<file path="src/rtl/vga_pkg.sv">
// Shared types for the SPI command sequencer: opcodes, FSM states and the
// 24-bit command record that travels through the command FIFO.
package vga_pkg;

    typedef enum logic [2:0] {
        OP_NOP        = 3'b000,
        OP_WRITE_CELL = 3'b001,
        OP_CLEAR      = 3'b010,
        OP_SET_SCORE  = 3'b011,
        OP_SET_STATE  = 3'b100
    } opcode_e;

    typedef enum logic [1:0] {
        ST_IDLE  = 2'd0,
        ST_EXEC  = 2'd1,
        ST_CLEAR = 2'd2
    } fsm_e;

    typedef struct packed {
        logic [7:0] command;
        logic [7:0] databyte1;
        logic [7:0] databyte2;
    } cmd_rec_t;

    localparam int CMD_W = $bits(cmd_rec_t);

    // Undefined opcodes (101..111) collapse to NOP.
    function automatic opcode_e decode_op(input logic [7:0] cmd);
        case (cmd[7:5])
            3'b001:  return OP_WRITE_CELL;
            3'b010:  return OP_CLEAR;
            3'b011:  return OP_SET_SCORE;
            3'b100:  return OP_SET_STATE;
            default: return OP_NOP;
        endcase
    endfunction

endpackage

</file>
<file path="src/rtl/cmd_fifo.sv">
// Synchronous FIFO with an extra pointer bit to tell full from empty.
// A push while full is dropped even if a pop happens in the same cycle.
module cmd_fifo #(
    parameter int DEPTH = 4,
    parameter int WIDTH = 24
) (
    input  logic             clk,
    input  logic             reset,
    input  logic             i_push,
    input  logic [WIDTH-1:0] i_data,
    input  logic             i_pop,
    output logic [WIDTH-1:0] o_data,
    output logic             o_full,
    output logic             o_empty
);
    localparam int AW = $clog2(DEPTH);
    localparam logic [AW:0] PTR_ONE = {{AW{1'b0}}, 1'b1};

    logic [AW:0]      r_wr_ptr;
    logic [AW:0]      r_rd_ptr;
    logic [WIDTH-1:0] r_mem [DEPTH];
    logic             w_full;
    logic             w_empty;
    logic             w_do_push;
    logic             w_do_pop;

    assign w_empty   = (r_wr_ptr == r_rd_ptr);
    assign w_full    = (r_wr_ptr[AW] != r_rd_ptr[AW]) &&
                       (r_wr_ptr[AW-1:0] == r_rd_ptr[AW-1:0]);
    assign w_do_push = i_push && !w_full;
    assign w_do_pop  = i_pop && !w_empty;

    always_ff @(posedge clk) begin
        if (reset) begin
            r_wr_ptr <= '0;
            r_rd_ptr <= '0;
        end else begin
            if (w_do_push) r_wr_ptr <= r_wr_ptr + PTR_ONE;
            if (w_do_pop)  r_rd_ptr <= r_rd_ptr + PTR_ONE;
        end
    end

    always_ff @(posedge clk) begin
        if (!reset && w_do_push) r_mem[r_wr_ptr[AW-1:0]] <= i_data;
    end

    assign o_data  = r_mem[r_rd_ptr[AW-1:0]];
    assign o_full  = w_full;
    assign o_empty = w_empty;

endmodule

</file>
<file path="src/rtl/cmd_sequencer.sv">
// Buffers SPI commands and executes them: cell writes, full-framebuffer clear,
// score and game-state updates. All outputs are registered except busy.
module cmd_sequencer
    import vga_pkg::*;
#(
    parameter int FIFO_DEPTH = 4,
    parameter int ADDR_W     = 10,
    parameter int DATA_W     = 8
) (
    input  logic              clk,
    input  logic              reset,
    input  logic              cmd_valid,
    input  logic [7:0]        command,
    input  logic [7:0]        databyte1,
    input  logic [7:0]        databyte2,
    output logic              we,
    output logic [ADDR_W-1:0] waddr,
    output logic [DATA_W-1:0] wdata,
    output logic [9:0]        score,
    output logic [15:0]       state,
    output logic              busy,
    output logic              overflow,
    output logic [1:0]        o_fsm_state
);
    localparam logic [ADDR_W-1:0] CNT_ONE  = {{(ADDR_W-1){1'b0}}, 1'b1};
    localparam logic [ADDR_W-1:0] CNT_LAST = {ADDR_W{1'b1}};

    fsm_e              r_fsm;
    cmd_rec_t          r_cur;
    logic [ADDR_W-1:0] r_clr_cnt;
    logic              r_we;
    logic [ADDR_W-1:0] r_waddr;
    logic [DATA_W-1:0] r_wdata;
    logic [9:0]        r_score;
    logic [15:0]       r_game_state;
    logic              r_overflow;

    cmd_rec_t          w_in;
    cmd_rec_t          w_head;
    logic              w_full;
    logic              w_empty;
    logic              w_push;
    logic              w_pop;

    assign w_in   = '{command: command, databyte1: databyte1, databyte2: databyte2};
    assign w_push = cmd_valid && !reset;
    assign w_pop  = (r_fsm == ST_IDLE) && !w_empty;

    cmd_fifo #(.DEPTH(FIFO_DEPTH), .WIDTH(CMD_W)) u_fifo (
        .clk     (clk),
        .reset   (reset),
        .i_push  (w_push),
        .i_data  (w_in),
        .i_pop   (w_pop),
        .o_data  (w_head),
        .o_full  (w_full),
        .o_empty (w_empty)
    );

    always_ff @(posedge clk) begin
        if (reset) r_overflow <= 1'b0;
        else if (cmd_valid && w_full) r_overflow <= 1'b1;
    end

    // A WRITE_CELL's strobe is launched on the pop edge so it lands in EXEC.
    always_ff @(posedge clk) begin
        if (reset) begin
            r_fsm        <= ST_IDLE;
            r_cur        <= '0;
            r_clr_cnt    <= '0;
            r_we         <= 1'b0;
            r_waddr      <= '0;
            r_wdata      <= '0;
            r_score      <= '0;
            r_game_state <= '0;
        end else begin
            case (r_fsm)
                ST_IDLE: begin
                    r_we <= 1'b0;
                    if (!w_empty) begin
                        r_cur <= w_head;
                        r_fsm <= ST_EXEC;
                        if (decode_op(w_head.command) == OP_WRITE_CELL) begin
                            r_we    <= 1'b1;
                            r_waddr <= ADDR_W'({w_head.command[1:0], w_head.databyte1});
                            r_wdata <= DATA_W'(w_head.databyte2);
                        end
                    end
                end
                ST_EXEC: begin
                    r_we  <= 1'b0;
                    r_fsm <= ST_IDLE;
                    case (decode_op(r_cur.command))
                        OP_SET_SCORE: r_score      <= {r_cur.databyte1[1:0], r_cur.databyte2};
                        OP_SET_STATE: r_game_state <= {r_cur.databyte1, r_cur.databyte2};
                        OP_CLEAR: begin
                            r_fsm     <= ST_CLEAR;
                            r_clr_cnt <= '0;
                            r_we      <= 1'b1;
                            r_waddr   <= '0;
                            r_wdata   <= DATA_W'(r_cur.databyte2);
                        end
                        default: ;
                    endcase
                end
                ST_CLEAR: begin
                    if (r_clr_cnt == CNT_LAST) begin
                        r_we      <= 1'b0;
                        r_clr_cnt <= '0;
                        r_fsm     <= ST_IDLE;
                    end else begin
                        r_clr_cnt <= r_clr_cnt + CNT_ONE;
                        r_waddr   <= r_clr_cnt + CNT_ONE;
                    end
                end
                default: r_fsm <= ST_IDLE;
            endcase
        end
    end

    assign we          = r_we;
    assign waddr       = r_waddr;
    assign wdata       = r_wdata;
    assign score       = r_score;
    assign state       = r_game_state;
    assign overflow    = r_overflow;
    assign busy        = (r_fsm != ST_IDLE) || !w_empty;
    assign o_fsm_state = r_fsm;

endmodule

</file>
<file path="config.mk">
export PLATFORM = sky130hd
export DESIGN_NAME = cmd_sequencer
export DESIGN_NICKNAME = d
export VERILOG_FILES = /design/src/rtl/vga_pkg.sv /design/src/rtl/cmd_fifo.sv /design/src/rtl/cmd_sequencer.sv
export SDC_FILE = /design/constraint.sdc
export NUM_CORES = 1
export LEC_CHECK = 0
export ABC_CLOCK_PERIOD_IN_PS = 1960
export CAP_MARGIN = 20
export CORE_ASPECT_RATIO = 1.5
export CORE_MARGIN = 2
export CORE_UTILIZATION = 51
export DETAILED_ROUTE_END_ITERATION = 16
export HOLD_SLACK_MARGIN = 0.05
export PLACE_DENSITY = 0.86
export SYNTH_ARGS = -nofsm -noshare
export SYNTH_HDL_FRONTEND = slang
export SYNTH_SLANG_ARGS = --single-unit
</file>
<file path="constraint.sdc">
create_clock -name clk -period 1.96 [get_ports clk]
set_input_delay 0.392 -clock clk [delete_from_list [all_inputs] [get_ports clk]]
set_output_delay 0.392 -clock clk [all_outputs]
set_load 0.03 [all_outputs]
</file>
# After elaboration in Yosys (flattened, before gate mapping)
# Memory sizes are Yosys's and may differ from the RTL's. A register that Yosys moved wholly into a read port is not among the register bits.
# Cells that the tools add are included.
[op_classes] addsub=3 n_eq_ne=23 n_mux=31 bitwise=1 n_reduce_logical=24
[op_table] op="$mux 10" n=5
[op_table] op="$pmux 10 s3" n=1
[op_table] op="$mux 8" n=3
[op_table] op="$pmux 3 s4" n=2
[op_table] op="$pmux 10 s2" n=1
[op_table] op="$eq 3x2->1 const B" n=6
[op_table] op="$pmux 8 s2" n=1
[op_table] op="$mux 3" n=5
[op_table] op="$reduce_and 2->1" n=6
[op_table] op="$add 10x1->10 const B" n=1
[op_table] op="$eq 10x10->1 const B" n=1
[op_table] op="$mux 2" n=5
[op_table] op="$eq 3x1->1 const B" n=3
[op_table] op="$eq 3x3->1 const B" n=3
[op_table] op="$logic_and 1x1->1" n=7
[op_table] op="$add 3x1->3 const B" n=2
[op_table] op="$mux 1" n=6
[op_table] op="$ne 2x2->1 const B" n=3
[op_table] op="$pmux 2 s3" n=1
[op_table] op="$reduce_bool 2->1" n=3
[op_table] op="$reduce_and 5->1" n=1
[op_table] op="$ne 2x1->1 const B" n=2
[op_table] op="$reduce_and 4->1" n=1
[op_table] op="$eq 3x3->1" n=1
[op_table] op="10 further kinds" n=12
[word_totals] reg_bits=88 ramBits=96 input_bits=27 output_inout_bits=49 word_cells=96 mem_count=1
[mem_list] memory="u_fifo.r_mem" words=4 word_bits=24 rd=1 rd_ports_with_merged_regs=1 wr=1 line="cmd_fifo.sv:21" source="logic [WIDTH-1:0] r_mem [DEPTH];"

# Logic depth before layout (Yosys ltp)
[depth] ltp_word=9 ltp_mapped=8 depth_no_buf=7

# Hierarchy
# From an unflattened synthesis, not the netlist that was laid out.
[hier_totals] hier_cells=609 area_unflattened_um2=7458.4
[by_module_without_submodules] mod="cmd_fifo" n_inst=1 cells_per_inst=196 area_each_um2=4063.9 seq_area_each_um2=3042.9
[by_module_without_submodules] mod="cmd_sequencer" n_inst=1 cells_per_inst=413 area_each_um2=3394.5 seq_area_each_um2=1541.5

# Least setup slack after synthesis
# No wires, ideal clock.
[synth_timing] path_kind="reg2reg" startpoint="register r_fsm[0], in the netlist o_fsm_state[0]" endpoint="register r_game_state[10], in the netlist state[10]" setup_ns=0.132 t_arrival_ns=1.978 required_time_ns=1.828 path_slack_ns=-0.151 path_stages_with_launch=8 path_buffers=3 synth_period_minus_slack_ns=2.111 path_cell_list="dfxtp_1 -> ha_1 -> clkbuf_1 -> buf_2 -> nand4b_1 -> clkbuf_1 -> nand2_1 -> a21oi_1"
[synth_via] elab_chain_cells=2
[synth_rtl] element="start, declared" line="cmd_sequencer.sv:28" source="fsm_e r_fsm;"
[synth_rtl] element="start signal, assigned" line="cmd_sequencer.sv:68" source="r_fsm <= ST_IDLE;"
[synth_rtl] element="start signal, assigned" line="cmd_sequencer.sv:82" source="r_fsm <= ST_EXEC;"
[synth_rtl] element="start signal, assigned" line="cmd_sequencer.sv:92" source="r_fsm <= ST_IDLE;"
[synth_rtl] element="$eq 2x1->1" line="cmd_sequencer.sv:77" source="case (r_fsm)"
[synth_rtl] element="$reduce_and 2->1 (no source line)"
[synth_rtl] element="end signal, assigned" line="cmd_sequencer.sv:95" source="OP_SET_STATE: r_game_state <= {r_cur.databyte1, r_cur.databyte2};"
[synth_rtl] element="end, declared" line="cmd_sequencer.sv:35" source="logic [15:0] r_game_state;"
# Every way passes these cells.
# A chain may end at the register's enable or synchronous reset.

==> reports/qor.yml <==
hold_class: "input pin to flop"
violations: "negative setup slack"
drv_slew: 0
dieHeight_um: 146
powerDensity_mw_per_mm2: 1330
cts_made_buffers: 17
vias: 5266
max-clock-path-buffers: 2
gp_congestion: 0.847
yosys.area_share.simple_pct: 13.4
clk_latency_ps: 430
maxCapViolations: 0
period_minus_slack_ps: 2070
yosysSeqAreaShare_pct: 61.3
reg2reg_depth: 5
grt_pass1_vias: 5158
fin_crit_sh_pct: 106
busiest_layer: "met2"
crit_end: "wdata[6]$_SDFFE_PP0P_"
crit_slowest_cell: "mux4_2"
final_core_util_pct: 65.8
synth_top_cell_by_area: "edfxtp_1"
ant_nets: 0
hold_violations: 0
drive_gt1_share_pct: 19.6
grt_util_met1_pct: 26.7
path_buf_inv: 0
finish.net_count: 732
status: "complete, but fails checks"
grt_max_degree: 84
endpoint_kind: "flop"
antenna_found_initial: 0
use_met3_pct: 5.12
wl_per_cell_um: 19.7
dr.pass1.iters: 6
synth_xor_area_share_pct: 1.91
hpwl_mm: 10.7
slew_headroom_pct: 40.4
max_freq_mhz: 483
drt-initial-drc-count: 458
die_x_um: 98.9
yosys_warnings: 0
worstPathRequired_ps: 2290
cts_root_buffer: "clkbuf_16"
ys_async_sr_fraction_pct: 0
path_clk_slew_ps: 70
cpPeakStageDelay_ps: 560
fillers: 852
p_total_mw: 11.7
path_class: "flop to flop"
clock_sinks: 169
synth_most_common_cell: "nand2_1"
synth_area_per_cell_um2: 11.5
synthToLayoutAreaGrowth_pct: 27.5
crit_fanout: 8
io_buffers: 72
synth_area_mm2: 0.00689
synth_compound_area_share_pct: 10.3
io_pins: 76
yosys-top-cells-area: "edfxtp_1 37%, dfxtp_1 25%, mux4_2 6.9%, nand2_1 6.0%, a21oi_1 5.6%"
synth_top_family_by_area: "simple AND/OR/NAND/NOR gates"
worstPathArrival_ps: 2400
overflow: 0
muxShareOfSynthArea_pct: 8.32
synthTopCellsByCount: "110 x nand2_1, 85 x dfxtp_1, 84 x edfxtp_1"
syn-instance-count: 597
synth_edf_count: 84
worst_slew_pin_slew_ps: 894
stdcell_area_mm2: 0.00878
ir_drop_mv: 0.816
p_leak_nw: 2.98
synth_cell_types: 48
yosys.area.top_type_share_pct: 36.6
synthAdderAreaFrac_pct: 1.82
placed_cell_area_mm2: 0.00800
via_per_inst: 6.05
dp_slack_ps: -181
cp_cell_sequence: "mux4_2 > nor2_4 > nand3_2 > or4_4 > o32ai_1"
grt_use_met2_pct: 39.4
start_kind: "flop"
cts_tree: "built"
dieArea_mm2: 0.0145
coreArea_mm2: 0.0133
setup_viol: 13
reg2reg_to: "wdata[6]$_SDFFE_PP0P_"
rrSetupSlack_ps: -110
rsz0062_at_grt: "yes"
drt-total-wl_mm: 17.1
syn_nets: 634
grt_pass1_wl_mm: 26.2
diodes: 0
finalClockSkew_ps: 8.64
rows: 52
worst_slack_ps: -111
htreeDepth: 4
critical_path_cell_count: 5
start_util_pct: 51.6
synth_flop_cell: "dfxtp_1"
grt_use_total_pct: 23.2
critPathTopFamily: "simple AND/OR/NAND/NOR gates"
postCtsHoldBufs: 0
synth-seq-cells: 169
drc_errors: 0
-- layer usage --
layer | up-vias | routed length (um)
met5 | - | 0
met4 | 0 | 922
met3 | 82 | 1090
met2 | 286 | 8900
met1 | 2529 | 6200
li1 | 2369 | -
-- sequential cells by signal, summed over array words and instances, names as in the netlist, named ones only --
register	count
r_clr_cnt	10
u_fifo.r_wr_ptr	3
score	10
o_fsm_state	2
u_fifo.r_rd_ptr	3
we	1
state	16
waddr	10
u_fifo.r_mem	84
wdata	8
overflow	1
r_cur	19
-- cells in the final DEF (no fill, tap or decap), drive strengths merged, types with 5 or more instances in the layout --
cell / instances
edfxtp: 84
o21ai: 8
inv: 13
nor3: 19
nand3b: 5
and2: 6
buf: 45
nand3: 10
ha: 10
nand2: 110
mux2i: 10
a21oi: 77
a211oi: 5
nor2: 32
nor2b: 11
mux4: 21
dfxtp: 85
clkinv: 7
clkbuf: 19
o32ai: 8
xnor2: 12
clkdlybuf4s50: 69
-- tightest hold or removal path: stages --
cell and delay, ps:
buf_2 120, or4_4 220, o32ai_2 80
-- layout make-up --
class / instances / area, um2 / area share [%]
flip-flops and latches: 169 / 4240 / 48.2
multi-input cells: 381 / 2660 / 30.3
repair buffers: 116 / 1100 / 12.5
clock buffers: 19 / 443 / 5.04
well taps: 162 / 203 / 2.31
clock inverters: 13 / 95.1 / 1.08
inverters: 10 / 41.3 / 0.470
-- power by group --
group | switching [mW] | internal (mW) | total, mW
clock network | 1.40 | 1.66 | 3.06
logic | 2.40 | 1.69 | 4.08
registers | 0.386 | 4.12 | 4.51
-- worst min path at each step --
| stage | from | to | slack, ps | cells after the start |
|---|---|---|---|---|
| after floorplan | r_cur[10]$_SDFFE_PP0P_ | state[10]$_SDFFE_PP0P_ | 430 | 2 |
| after global placement | r_cur[11]$_SDFFE_PP0P_ | state[11]$_SDFFE_PP0P_ | 440 | 2 |
| after detailed placement | r_cur[13]$_SDFFE_PP0P_ | state[13]$_SDFFE_PP0P_ | 440 | 2 |
| after CTS | r_cur[13]$_SDFFE_PP0P_ | state[13]$_SDFFE_PP0P_ | 450 | 2 |
| after global routing | reset | wdata[3]$_SDFFE_PP0P_ | 460 | 3 |
| final | reset | wdata[5]$_SDFFE_PP0P_ | 440 | 3 |
-- metrics by stage --
step	setup TNS (ps)	hold WS, ps	cells
3_5_place_dp	-8000	445	836
2_1_floorplan	0	432	597
6_report	-693	440	870
3_3_place_gp	-4210	444	836
5_1_grt	-1830	455	870
4_1_cts	-246	453	868
-- kinds of logic (layout without fill, tap and decap cells) --
logic type / Yosys count / in the layout
simple gates: 206 / 206
flops: 169 / 169
compound gates: 119 / 119
buf+inv: 47 / 158
mux: 31 / 31
xor+xnor: 15 / 15
fa+ha+maj: 10 / 10
-- what timing repair did --
action	4_1_cts	5_1_grt
gates resized for setup	19	37
setup buffers	0	2
cloned	0	1
setup endpoints to repair	20	32
pin swaps	1	7
Power figures use the tool's default switching activity.
